==> config.mk <==
export PLATFORM = sky130hd
export DESIGN_NAME = ex_mem_pipe_reg
export DESIGN_NICKNAME = d
export VERILOG_FILES = /design/src/rtl/ex_mem_pipe_reg.sv
export SDC_FILE = /design/constraint.sdc
export NUM_CORES = 1
export LEC_CHECK = 0
export BUFFER_PORTS_ARGS = -buffer_cell sky130_fd_sc_hd__buf_2
export CAP_MARGIN = 10
export CORE_AREA = 2 2 195 197
export CTS_CLUSTER_DIAMETER = 100
export DETAILED_ROUTE_END_ITERATION = 10
export DIE_AREA = 0 0 197 199
export MAX_ROUTING_LAYER = met4
export PLACE_DENSITY_LB_ADDON = 0.05
export SETUP_SLACK_MARGIN = 0.05
export SYNTH_ARGS = -nofsm -noshare
export SYNTH_HDL_FRONTEND = slang
export SYNTH_SLANG_ARGS = --single-unit
export TNS_END_PERCENT = 20
==> constraint.sdc <==
create_clock -name clk -period 2.3 [get_ports clk]
set_input_delay 0.46 -clock clk [delete_from_list [all_inputs] [get_ports clk]]
set_output_delay 0.46 -clock clk [all_outputs]
set_load 0.02 [all_outputs]
==> src/rtl/ex_mem_pipe_reg.sv <==
// EX/MEM stage register: payload+valid with stall/bubble/flush handling, multi-cycle
// loopback channel back to EX, and saturating HOLD/BUBBLE cycle counters.
module ex_mem_pipe_reg #(
  parameter int                   PAYLOAD_W       = 160,
  parameter logic [PAYLOAD_W-1:0] NOP_PAYLOAD     = {PAYLOAD_W{1'b0}},
  parameter int                   LOOP_W          = 66,
  parameter int                   STALL_W         = 6,
  parameter int                   STAGE           = 3,
  parameter bit                   CLEAR_ON_BUBBLE = 1'b1,
  parameter int                   PERF_W          = 16
) (
  input  logic                 clk,
  input  logic                 rst,
  input  logic [STALL_W-1:0]   stall,
  input  logic                 flush,
  input  logic                 in_valid,
  input  logic [PAYLOAD_W-1:0] in_payload,
  input  logic [LOOP_W-1:0]    loop_i,
  output logic [LOOP_W-1:0]    loop_o,
  output logic                 out_valid,
  output logic [PAYLOAD_W-1:0] out_payload,
  output logic [PERF_W-1:0]    hold_cnt,
  output logic [PERF_W-1:0]    bubble_cnt,
  input  logic                 perf_clr
);

  logic up_stop;
  logic down_stop;
  logic do_bubble;
  logic do_hold;

  assign up_stop = stall[STAGE];

  // The last stage has nothing downstream, so a stall there always bubbles.
  generate
    if (STAGE + 1 < STALL_W) begin : g_down
      assign down_stop = stall[STAGE+1];
    end else begin : g_last
      assign down_stop = 1'b0;
    end
  endgenerate

  assign do_bubble = !flush && up_stop && !down_stop;
  assign do_hold   = !flush && up_stop && down_stop;

  always_ff @(posedge clk) begin
    if (rst || flush) begin
      out_valid   <= 1'b0;
      out_payload <= NOP_PAYLOAD;
      loop_o      <= '0;
    end else if (do_bubble) begin
      out_valid <= 1'b0;
      loop_o    <= loop_i;
      if (CLEAR_ON_BUBBLE) begin
        out_payload <= NOP_PAYLOAD;
      end
    end else if (!up_stop) begin
      out_valid   <= in_valid;
      out_payload <= in_payload;
      loop_o      <= '0;
    end else begin
      loop_o <= loop_i;
    end
  end

  // Counters saturate; perf_clr beats a same-cycle increment.
  always_ff @(posedge clk) begin
    if (rst || perf_clr) begin
      hold_cnt   <= '0;
      bubble_cnt <= '0;
    end else begin
      if (do_hold && hold_cnt != '1) begin
        hold_cnt <= hold_cnt + PERF_W'(1);
      end
      if (do_bubble && bubble_cnt != '1) begin
        bubble_cnt <= bubble_cnt + PERF_W'(1);
      end
    end
  end

endmodule

After elaboration in Yosys (flattened, before gate mapping)
Cells that the tools add are included.

cells by class
  add/sub/neg operators = 2
  equality and inequality tests = 2
  muxes and demuxes = 2
  reductions and logical operators = 10

operators with widths
  kind                     number
  $mux W66                 2
  $add A16 B1 Y16 const B  2
  $ne A16 B16 Y1 const B   2
  $logic_and A1 B1 Y1      5
  $logic_not A1 Y1         2
  $logic_or A1 B1 Y1       2
  $reduce_or A2 Y1         1

word-level totals
  output and inout port bits = 259
  register bits after elaboration = 259
  logic and storage cells = 21
  input bits = 237

Longest topological paths before layout
  depth in word-level cells = 4
  depth in mapped cells = 7

Worst setup path before layout
No wires, ideal clock.

  path type = register to register
  start point = reg bubble_cnt[1]
  end point = reg bubble_cnt[12]
  arrival time = 1770 ps
  path slack = 414 ps
  library setup time = 116 ps
  cell stages (with the launch flop) = 6
  required time = 2184 ps
  period minus slack after synthesis = 1886 ps
  path through = dfxtp_1 > ha_1 > nand4bb_1 > nor4_1 > a21oi_1 > a31o_2

on the way
  longest elaborated chain between the ends = 2
  elaborated cells on any way between the ends = 3
  those cells by class = add/sub: 1; eq/ne: 1; reduce/logical: 1

ends and longest elaborated chain
  what                                                                     line  text
  start: declaration                                                       23    output logic [PERF_W-1:0] bubble_cnt,
  start signal: assignment                                                 76    bubble_cnt <= bubble_cnt + PERF_W'(1);
  parallel branches: the longest is 2 deep, another holds $add A16 B1 Y16  -

Several ways; the timed one is not identified.
A chain may end at the register's enable or synchronous reset.

Final worst setup path
  start point = reg bubble_cnt[0]
  end point = reg bubble_cnt[14]

The elaborated chain is that of the path after synthesis.

==> reports/results.ini <==
[status]
status=finished, final reports clean

[sta]
setup_viol=0
maxSlewViolCount=0
rsz0062_at_grt=false
fin_skew_ns=0.00648
setup_slack_ns=0.290
hold_viol_final=0
tightest_slew_ns=0.846
fin_crit_ns=2.01
fin_crit_sh_pct=87.4
setup_tns_ns=0
holdWs_ns=0.0986
timing.max_slew.rel_slack_pct=43.6
max_freq_ghz=0.497

[floorplan]
floorplan.initialDensity_pct=24.8
io_pins=496
fp.dieH_um=199
rows=71
coreArea_um2=37100
die_area_um2=39200
die_x_um=197

[critical_path]
cp.required_ns=2.74
crit_type=reg2reg
end_kind=flop
r2r.worst_path.cells=6
crit_path_start=bubble_cnt[0]
r2r_setup_slack_ns=0.29
reg2reg_to=bubble_cnt[14]
crit_end=bubble_cnt[14]
rr_startpoint=bubble_cnt[0]
start_kind=flop
worstPathMaxFanout=8
arrival_ns=2.45

[clock_tree]
cts_root_buffer=clkbuf_16
clock_sinks=259
holdBufCountCts=0
cts_max_level=1
clk_pin_slew_ns=0.06
cts_tree=built
cts_buffers=30
insertion_delay_ns=0.56
cts_resized=0
post-cts-setup-buffers=0
cts_buffer_depth=3

[logic_synthesis]
yosysUniqueCellTypes=51
yosys.area_share.simple_pct=18.7
synth_edf_count=0
synth_ff_type=dfxtp_1
syn_area_um2=9220
synth_compound_area_share_pct=4.12
synth_top_family_by_area=simple AND/OR/NAND/NOR gates
synth_warnings=0
async_reset_ff_share_pct=0
synth_fa_ha_area_share_pct=0.271
syn_nets=1116
avgSynthCellArea_um2=10.5
synth_mux_area_share_pct=17.8
synthCells=877
yosysSeqAreaShare_pct=56.2
synth_xor_area_share_pct=0.0950
ys_seq_elements=259

[placement]
dp.cells=1805
place_ws_ns=0.334
gp_congestion=0.760
dpl.hpwl_mm=24.5
io_buffers=491

[pwr]
power_density_nw_per_um2=777
p_leak_nw=6.60
peakVddDrop_mv=0.559

[grt]
track_usage_pct=16.0
antenna_found_initial=7
grt.overflow.total=0
grt_first_pass_wirelength_mm=46.5
grt_max_degree=105
grt_pass1_vias=7617

[drt]
wl_met3_mm=3.41
vias_per_cell=4.26
wirelength_met1_mm=12.7
drt_iter0_drc=208
post_drt_wl_per_cell_um=17.5
wl_met2_mm=15.8
num_vias=7923
dr.pass1.iters=4
ant_nets=0
drc=0
dr.max_layer_used=met4
wl_mm=32.5

[finish]
layout_commonest_cell=buf_2
layout_common_cells=buf_2 (490), dfxtp_1 (259), nor2_1 (170)
fin_nets=1602
drive_gt1_share_pct=40.3
final_util_pct=35.6
area_growth_pct=43.2
layout.cells.non_filler=1862

[hold_path]
holdCritPathClass=in2reg

[flow_run]
max-cap-violations=0

-- how the worst min path moves through the flow --
stage | from | endpoint | depth (start not counted)
3_3_place_gp | out_payload[87] | out_payload[87] | 2
3_5_place_dp | out_payload[74] | out_payload[74] | 2
4_1_cts | loop_i[39] | loop_o[39] | 2
2_1_floorplan | hold_cnt[7] | hold_cnt[7] | 2
5_1_grt | loop_i[63] | loop_o[63] | 2
6_report | loop_i[51] | loop_o[51] | 2
-- per-layer routing --
metal,vias to the layer above,track usage (%)
met2,346,27.2
met3,44,6.43
met4,0,3.76
met5,-,-
met1,3543,17.5
li1,3990,-
-- cells in the mapped netlist (all sizes together) (2+ instances only) --
cell type,number,area [µm²]
a21oi,22,110
and3,4,25.0
nand4b,2,17.5
or2,2,12.5
mux2i,162,1620
nor4,6,52.6
nand4,11,75.1
inv,8,30.0
a31o,2,17.5
nand3,16,85.1
a211o,2,17.5
and4,5,43.8
nor3b,3,33.8
buf,23,128
nor3,6,30.0
o31ai,14,105
or3,9,56.3
dfxtp,259,5180
o41ai,2,17.5
nor4b,2,23.8
a31oi,2,12.5
or4,11,82.6
o21ai,6,30.0
nand2,13,48.8
nor2,170,638
ha,2,25.0
clkbuf,27,101
and2,68,425
o311ai,2,17.5
or3b,2,17.5
mux2,2,22.5
-- logic make-up after synthesis --
group	Yosys count
buffers and inverters	58
adder cells (fa/ha/maj)	2
AO/OA/AOI/OAI	58
AND/OR/NAND/NOR	335
XOR/XNOR	1
multiplexers	164
flip-flops	259
-- worst max-delay path, cell delays in order (launching register included) --
cell and delay (ns):
dfxtp_1 0.43, ha_1 0.39, nand4bb_1 0.29, nor4_1 0.32, buf_4 0.18, a21oi_1 0.06, a31o_2 0.22
-- where the power goes --
group | switching, W | leakage, nW | internal (W)
logic | 0.000507 | 4.03 | 0.000406
clock network | 0.00186 | 0.464 | 0.00284
registers | 0.0000474 | 2.10 | 0.00461
total | 0.00242 | 6.60 | 0.00785
-- flip-flops by register name, summed over array words and instances, names as in the netlist --
register,count
out_payload,160
loop_o,66
bubble_cnt,16
hold_cnt,16
out_valid,1
-- area by class of cell --
class / count / area, µm²
Antenna cell: 5 / 12.5
Inverter: 8 / 30.0
Clock buffer: 48 / 890
Clock inverter: 4 / 72.6
Sequential cell: 259 / 5180
Multi-Input combinational cell: 560 / 3790
Fill cell: 3911 / 23900
Timing Repair Buffer: 504 / 2640
Tap cell: 474 / 593
-- through the flow --
step | total power, W | cell area, µm²
2_1_floorplan | 0.00526 | 9220
3_5_place_dp | 0.00568 | 12200
5_1_grt | 0.0107 | 13200
3_3_place_gp | 0.00568 | 12200
4_1_cts | 0.0105 | 13200
6_report | 0.0103 | 13200
(Power assumes the default switching activity.)
